### src/rtl/quad_raster_sched.sv
// quad_raster_sched
//   Scanline scheduler for the quad coverage unit. Holds up to MAX_QUADS quads
//   (four vertices plus colour). On line_start it clears the line buffer, then
//   presents each stored quad in index order to the coverage unit and writes
//   the returned mask into the line buffer. Higher indices land later, so they
//   overwrite lower ones (painter's order).
//
//   Optional build macro QUAD_YBOUNDS_EN: store per-quad y bounds on write.
//   Quads whose bounds miss the current scanline are skipped in one cycle,
//   with no WRITE cycle.
//
// Ports
//   clk, rst_n          clock, asynchronous active-low reset
//   quad_wr_*           quad table write handshake (vertices, colour)
//   quad_clear          empty the quad table (IDLE only)
//   line_start, line_y  render request for one scanline
//   cov_vertices/drawY  registered request to the coverage unit
//   cov_mask            combinational coverage result for cov_*
//   lb_clear            one-cycle line buffer clear
//   lb_wr_en/mask/color masked line buffer write
//   busy, line_done     status; line_done pulses once per finished line
//   line_overrun        sticky flag: line_start arrived while busy
//   quad_count          number of valid table entries
module quad_raster_sched #(
    parameter int WARP_WIDTH = 320,
    parameter int MAX_QUADS  = 8,
    parameter int COLOR_W    = 8
) (
    input  logic                           clk,
    input  logic                           rst_n,
    input  logic                           quad_wr_valid,
    output logic                           quad_wr_ready,
    input  logic [79:0]                    quad_wr_vertices,
    input  logic [COLOR_W-1:0]             quad_wr_color,
    input  logic                           quad_clear,
    input  logic                           line_start,
    input  logic [9:0]                     line_y,
    output logic [79:0]                    cov_vertices,
    output logic [9:0]                     cov_drawY,
    input  logic [WARP_WIDTH-1:0]          cov_mask,
    output logic                           lb_clear,
    output logic                           lb_wr_en,
    output logic [WARP_WIDTH-1:0]          lb_wr_mask,
    output logic [COLOR_W-1:0]             lb_wr_color,
    output logic                           busy,
    output logic                           line_done,
    output logic                           line_overrun,
    output logic [$clog2(MAX_QUADS+1)-1:0] quad_count
);
    localparam int CW = $clog2(MAX_QUADS+1);
    localparam int IW = (MAX_QUADS > 1) ? $clog2(MAX_QUADS) : 1;
    localparam logic [CW-1:0] FULL = CW'(MAX_QUADS);

    localparam logic [2:0] S_IDLE  = 3'd0;
    localparam logic [2:0] S_CLEAR = 3'd1;
    localparam logic [2:0] S_FETCH = 3'd2;
    localparam logic [2:0] S_WRITE = 3'd3;
    localparam logic [2:0] S_DONE  = 3'd4;

    typedef struct packed {
        logic [79:0]        vert;
        logic [COLOR_W-1:0] color;
`ifdef QUAD_YBOUNDS_EN
        logic [9:0]         ymin;
        logic [9:0]         ymax;
`endif
    } entry_t;

    logic [2:0]            state;
    logic [IW-1:0]         index;
    logic [WARP_WIDTH-1:0] mask_q;
    logic                  up;
    entry_t                tbl [MAX_QUADS];
    entry_t                wr_entry;
    entry_t                cur;
    logic                  wr_fire;
    logic                  last;
    logic                  skip;

`ifdef QUAD_YBOUNDS_EN
    function automatic logic [9:0] vy(input logic [79:0] v, input int i);
        return v[(i*2+1)*10 +: 10];
    endfunction
`endif

    always_comb begin
        wr_entry       = '0;
        wr_entry.vert  = quad_wr_vertices;
        wr_entry.color = quad_wr_color;
`ifdef QUAD_YBOUNDS_EN
        wr_entry.ymin  = vy(quad_wr_vertices, 0);
        wr_entry.ymax  = vy(quad_wr_vertices, 0);
        for (int i = 1; i < 4; i++) begin
            if (vy(quad_wr_vertices, i) < wr_entry.ymin) wr_entry.ymin = vy(quad_wr_vertices, i);
            if (vy(quad_wr_vertices, i) > wr_entry.ymax) wr_entry.ymax = vy(quad_wr_vertices, i);
        end
`endif
    end

    assign cur  = tbl[index];
    assign last = (CW'(index) == quad_count - CW'(1));

`ifdef QUAD_YBOUNDS_EN
    assign skip = (cov_drawY < cur.ymin) || (cov_drawY > cur.ymax);
`else
    assign skip = 1'b0;
`endif

    // 'up' keeps ready low while reset is asserted so every output reads 0.
    assign quad_wr_ready = up && (state == S_IDLE) && (quad_count < FULL)
                           && !line_start && !quad_clear;
    assign wr_fire       = quad_wr_valid && quad_wr_ready;

    assign lb_clear   = (state == S_CLEAR);
    assign lb_wr_en   = (state == S_WRITE);
    assign busy       = (state != S_IDLE);
    assign line_done  = (state == S_DONE);
    // Mask passes straight through in WRITE and holds the last written mask otherwise.
    assign lb_wr_mask = lb_wr_en ? cov_mask : mask_q;

    // Table storage carries no reset; contents are only meaningful below quad_count.
    always_ff @(posedge clk) begin
        if (wr_fire) tbl[quad_count[IW-1:0]] <= wr_entry;
    end

    always_ff @(posedge clk or negedge rst_n) begin
        if (!rst_n) begin
            state        <= S_IDLE;
            index        <= '0;
            mask_q       <= '0;
            up           <= 1'b0;
            cov_vertices <= '0;
            cov_drawY    <= '0;
            lb_wr_color  <= '0;
            line_overrun <= 1'b0;
            quad_count   <= '0;
        end else begin
            up <= 1'b1;
            if (line_start && state != S_IDLE) line_overrun <= 1'b1;
            case (state)
                S_IDLE: begin
                    if (line_start) begin
                        cov_drawY <= line_y;
                        state     <= S_CLEAR;
                    end else if (quad_clear) begin
                        quad_count <= '0;
                    end else if (wr_fire) begin
                        quad_count <= quad_count + CW'(1);
                    end
                end
                S_CLEAR: begin
                    index <= '0;
                    state <= (quad_count != '0) ? S_FETCH : S_DONE;
                end
                S_FETCH: begin
                    if (skip) begin
                        // Out-of-range quad: move on without touching the coverage unit.
                        if (last) state <= S_DONE;
                        else      index <= index + IW'(1);
                    end else begin
                        cov_vertices <= cur.vert;
                        lb_wr_color  <= cur.color;
                        state        <= S_WRITE;
                    end
                end
                S_WRITE: begin
                    mask_q <= cov_mask;
                    if (last) begin
                        state <= S_DONE;
                    end else begin
                        index <= index + IW'(1);
                        state <= S_FETCH;
                    end
                end
                S_DONE:  state <= S_IDLE;
                default: state <= S_IDLE;
            endcase
        end
    end
endmodule
### config.mk
export PLATFORM = sky130hd
export DESIGN_NAME = quad_raster_sched
export DESIGN_NICKNAME = d
export VERILOG_FILES = /design/src/rtl/quad_raster_sched.sv
export SDC_FILE = /design/constraint.sdc
export NUM_CORES = 1
export LEC_CHECK = 0
export CAP_MARGIN = 15
export CORE_AREA = 2 2 333 335
export DETAILED_ROUTE_END_ITERATION = 8
export DIE_AREA = 0 0 335 337
export GPL_ROUTABILITY_DRIVEN = 1
export HOLD_SLACK_MARGIN = 0.15
export PLACE_DENSITY = 0.63
export SYNTH_ARGS = -nofsm -noshare
export SYNTH_HDL_FRONTEND = slang
export SYNTH_SLANG_ARGS = --single-unit
export TNS_END_PERCENT = 100
### constraint.sdc
create_clock -name clk -period 22.3 [get_ports clk]
set_input_delay 4.46 -clock clk [delete_from_list [all_inputs] [get_ports clk]]
set_output_delay 4.46 -clock clk [all_outputs]
set_load 0.01 [all_outputs]
======== Word-level counts from Yosys, hierarchy flattened ========
Memory sizes are Yosys's and may differ from the RTL's. A register that Yosys moved wholly into a read port is not among the register bits.
Index checks and enable logic that the tools add are counted.
storage, ports and cells
  register bits after elaboration ......... 342
  memory bits (writable) .................. 704
  input port bits ......................... 423
  output and inout port bits .............. 428
  word-level logic and storage cells ...... 48
  memories kept ........................... 1
cells by class
  add/sub/neg operators ................... 3
  $lt $le $gt $ge ......................... 1
  equality and inequality tests ........... 7
  multiplexer cells ....................... 11
  bitwise operators ....................... 1
  reductions and logical operators ........ 17
memory list
  name  depth  bits a word  read ports  clocked after memory_dff  wr ports  RTL line  source
  tbl   8      88           1           1                         1         73        entry_t tbl [MAX_QUADS];
operators with widths
  cell                                                  number
  2-to-1 mux 320 bit                                    1
  2-to-1 mux 3 bit                                      4
  case mux 3 bit (4 select lines)                       1
  2-to-1 mux 4 bit                                      2
  equality test 3 x 2 -> 1 bit (second input constant)  2
  logical AND 1 bit                                     6
  case mux 3 bit (2 select lines)                       1
  adder 4 x 1 -> 4 bit (second input constant)          1
  equality test 3 x 4 -> 1 bit                          1
  < comparator 4 bit (second input constant)            1
  != test 2 bit (second input constant)                 2
  AND reduction 2 bit                                   2
  nonzero test 2 bit                                    2
  nonzero test 4 bit                                    1
  subtractor 4 x 1 -> 4 bit (second input constant)     1
  adder 3 x 1 -> 3 bit (second input constant)          1
  equality test 3 x 1 -> 1 bit (second input constant)  1
  equality test 3 bit (second input constant)           1
  zero test 1 bit                                       3
  zero test 3 bit                                       1
  AND reduction 3 bit                                   1
  nonzero test 3 bit                                    1
  2-to-1 mux 1 bit                                      2
  NOT 1 bit                                             1

======== Depth between registers and ports, before layout ========
  word-level depth ........................ 8
  mapped depth ............................ 9
  gate-level depth less buffers ........... 6

======== Least setup slack after synthesis ========
OpenSTA, ideal clock, no wires.
  path kind ............................... input-to-reg
  from .................................... input line_start
  to ...................................... memory tbl[1][0] (netlist bit), enable pin
  setup time .............................. 0.750 ns
  arrival time ............................ 13.347 ns
  slack ................................... 8.202 ns
  cell stages on the path ................. 4
  buffers on the path ..................... 0
  path through ............................ nor4_4 nand2b_1 nand2b_1 nor4_1
on the way
  cells in the longest elaborated chain, start to end .. 6
RTL lines
  item                                    RTL line  source
  start, declared                         36        input logic line_start,
  zero test 1 bit                         111       && !line_start && !quad_clear;
  logical AND 1 bit (2 in series)         111
  logical AND 1 bit                       112       assign wr_fire = quad_wr_valid && quad_wr_ready;
  2-to-1 mux 1 bit                        123       if (wr_fire) tbl[quad_count[IW-1:0]] <= wr_entry;
  2-to-1 mux 1 bit (implied by the code)  123
  end, declared                           73
Every way passes these cells.

======== Worst setup path after layout ========
  from .................................... input line_start
  to ...................................... output quad_wr_ready
on the way
  cells in the longest elaborated chain, start to end .. 3
RTL lines
  item                             RTL line  source
  zero test 1 bit                  111
  logical AND 1 bit (2 in series)  111
  end, declared                    32        output logic quad_wr_ready,
Every way passes these cells.

==> impl_metrics.py <==
metrics = {
    "worst_setup_path": {
        "critPathLaunch": "line_start",
        "cp-start-kind": "input pin",
        "crit_chain": "clkdlybuf4s50_1 -> nor4_4 -> nand2b_1 -> nor3b_1 -> clkdlybuf4s50_1",
        "max_stage_delay_ns": 0.57,
        "path_max_fanout": 6,
        "cpMostUsedCell": "clkdlybuf4s50_1",
        "crit_arrival_ns": 6.26,
        "end_kind": "output pin",
        "ff2ff_setup_slack_ns": 18.45,
        "required_ns": 17.84,
        "slowest_stage": "clkdlybuf4s50_1",
        "crit_type": "input pin to output pin",
        "r2r-start": "index[1]$_DFFE_PN0P_",
    },
    "clock_network": {
        "cts_max_level": 3,
        "cts_tree": "built",
        "cts_resized": 0,
        "clk_pin_slew_ns": 0.06,
        "clock_sinks": 1134,
        "clock_path_buffers": 3,
        "cts-root-buf": "clkbuf_16",
        "clkLatencyLatePin_ns": 0.71,
        "post-cts-setup-buffer-count": 0,
        "cts_made_buffers": 118,
        "hold_buffers": 0,
    },
    "synth": {
        "postSynthAreaPerCell_um2": 15.43,
        "yosysWarnings": 0,
        "synthArstFlopShare": 0.3792,
        "synthesis.nets": 3185,
        "synth_top_family_by_area": "multiplexers",
        "ys.flop_type": "edfxtp_1",
        "yosys.area_share.adder": 0.0008815,
        "synthSimpleGateAreaFrac": 0.09817,
        "synth-edff-count": 704,
        "ys_seq_area_frac": 0.7492,
        "synthMuxAreaShare": 0.1171,
        "netlist_area_um2": 42580,
        "ys_types": 45,
        "synth-seq-cells": 1134,
        "synth-compound-area-share": 0.01302,
        "synthCells": 2759,
        "synthXorXnorAreaFrac": 0.0006171,
    },
    "timing": {
        "max_freq_mhz": 93.29,
        "tns_ns": 0,
        "finalMaxSlewViolations": 0,
        "fin_crit_sh": 0.4807,
        "whs_ns": 0.4695,
        "rsz0062_at_grt": "false",
        "relSlewSlack": 0.1991,
        "fin_skew_ns": 0.03981,
        "hold_viol_final": 0,
        "fin_crit_ns": 10.72,
        "finalSetupViolCount": 0,
        "tightest_slew_ns": 1.201,
    },
    "grt": {
        "grt_pass1_vias": 25402,
        "grtUsageTotal": 0.2385,
        "antenna_found_initial": 49,
        "grt_overflow": 0,
        "grt_max_degree": 176,
        "grt_pass1_wl_um": 191300,
    },
    "placement": {
        "detailed_place_hpwl_um": 93270,
        "gp_routability_congestion": 0.9452,
        "io_buffers": 850,
    },
    "pwr": {
        "clock_power_share": 0.271,
        "sequentialPowerShare": 0.378,
        "p_int_w": 0.004998,
        "cellLeakagePower_nw": 21.23,
        "combinationalPowerShare": 0.351,
        "max-vdd-ir-drop_v": 0.00009116,
        "sw_frac_of_total": 0.3235,
        "power_switching_w": 0.002390,
        "power_density_nw_per_um2": 131.0,
    },
    "floorplan": {
        "dieHeight_um": 337,
        "die_w_um": 335,
        "die-area_um2": 112900,
        "rows": 122,
        "core_area_um2": 109600,
        "io_pins": 851,
        "initial_utilization": 0.3885,
    },
    "final_layout": {
        "seq_area_um2": 31910,
        "fillers": 9175,
        "area_growth_pct": 32.47,
        "final_nets": 4048,
        "multiInputGateArea_um2": 9839,
        "final_layout_size_suffix_gt1_frac": 0.1113,
    },
    "status": {
        "status": "finished clean",
    },
    "drt": {
        "met3WireLength_um": 11650,
        "firstDrtPassIters": 5,
        "first_iter_violations": 1861,
        "drcViolationCount": 0,
        "wl_per_cell_um": 26.54,
        "postRouteAntennaNets": 0,
        "dr_wl_met2_um": 65590,
        "vias": 25522,
        "via_per_inst": 4.940,
        "drt_wl_total_um": 137100,
        "highest_layer": "met5",
        "met1_length_um": 54930,
    },
    "flow_run": {
        "maxCapViolCount": 0,
    },
    "worst_hold_path": {
        "hold_path.class": "register to register",
        "min_from": "mask_q[218]$_DFF_PN0_",
    },
}
per-stage QoR:
stage / setup slack, ns / instances / area, um2 / power [W] / util
after detailed placement: 11.57 / 4928 / 52410 / 0.005459 / 0.4782
final: 11.58 / 5166 / 56410 / 0.007389 / 0.5146
after global routing: 11.44 / 5158 / 56390 / 0.007734 / 0.5145
after CTS: 11.57 / 5153 / 56370 / 0.007488 / 0.5144
after global placement: 11.57 / 4928 / 52410 / 0.005439 / 0.4782
after floorplan: 8.202 / 2759 / 42580 / 0.003942 / -
area by class of cell:
class / count / share of cell area
inverters: 8 / 0.0007542
clock buffers: 173 / 0.05887
well taps: 1426 / 0.03163
multi-input cells: 1472 / 0.1744
repair buffers: 888 / 0.1567
diodes: 13 / 0.0005767
flip-flops and latches: 1134 / 0.5658
clock inverters: 52 / 0.01131
sequential cells by signal, summed over array words and instances (netlist names):
register and cells:
tbl 704, mask_q 320, lb_wr_color 8, index 3, line_overrun 1, up 1, quad_count 4, state 3
cov_drawY 10, cov_vertices 80
cells by family after synthesis:
logic type / after synthesis
xor+xnor: 3
simple gates: 1085
fa+ha+maj: 3
other cells: 1
flops: 1134
buf+inv: 153
compound gates: 103
mux: 277
cell usage after synthesis (2+ instances only):
| cell type | instances | area share |
|---|---|---|
| a21o_1 | 2 | 0.00035 |
| a21oi_1 | 90 | 0.011 |
| and3b_1 | 2 | 0.00041 |
| buf_1 | 9 | 0.00079 |
| buf_2 | 71 | 0.0083 |
| buf_4 | 30 | 0.0053 |
| buf_6 | 15 | 0.0040 |
| clkbuf_1 | 20 | 0.0018 |
| dfrtp_1 | 430 | 0.25 |
| edfxtp_1 | 704 | 0.50 |
| ha_1 | 3 | 0.00088 |
| inv_1 | 6 | 0.00053 |
| mux2_1 | 10 | 0.0026 |
| mux2i_1 | 91 | 0.021 |
| mux4_2 | 176 | 0.093 |
| nand2_1 | 968 | 0.085 |
| nand2b_1 | 2 | 0.00029 |
| nor2_1 | 91 | 0.0080 |
| nor3_1 | 5 | 0.00059 |
| nor3b_1 | 4 | 0.00071 |
| nor4_1 | 4 | 0.00059 |
| o21ai_0 | 2 | 0.00024 |
| xor2_1 | 2 | 0.00041 |
final timing paths:
kind | end | cells past startpoint
worst min register to register | mask_q[218]$_DFF_PN0_ | 2
worst max register to register | cov_vertices[36]$_DFFE_PN0P_ | 5
min in group asynchronous | cov_vertices[70]$_DFFE_PN0P_ | 1
max in group asynchronous | mask_q[194]$_DFF_PN0_ | 3
worst min-delay path | mask_q[218]$_DFF_PN0_ | 2
worst max-delay path | quad_wr_ready | 5
critical path, delay by kind of cell:
kind | cells | cell delay [ns]
and+or+nand+nor | 3 | 0.73
buffers and inverters | 2 | 1.06
routing by layer:
layer	vias to the layer above	global-route usage
li1	11572	-
met1	12887	0.3007
met2	791	0.3855
met3	230	0.08052
met4	42	0.08396
met5	-	0
power groups by stage:
stage	clock, W	combinational (W)	sequential [W]
floorplan	0	0.00113	0.00281
global placement	0	0.00261	0.00283
detailed placement	0	0.00262	0.00284
CTS	0.00205	0.00264	0.00280
global route	0.00213	0.00277	0.00284
finish	0.00200	0.00259	0.00280
cells in the final DEF (no fill, tap or decap), types with 3 or more instances in the layout:
cell,n
nand2_1,968
clkdlybuf4s50_1,849
edfxtp_1,704
dfrtp_1,427
mux4_2,176
clkbuf_16,119
mux2i_1,91
nor2_1,90
a21oi_1,90
clkbuf_1,40
buf_4,35
clkinv_2,20
clkbuf_8,14
diode_2,13
bufinv_16,11
mux2_1,10
clkinv_1,8
inv_1,6
nor3b_1,4
nor4_2,4
nor3_2,3
clkinv_8,3
ha_1,3
clkinv_4,3
dfrtp_4,3
buf_12,3
Note: power is estimated with default switching activity, not from simulation.
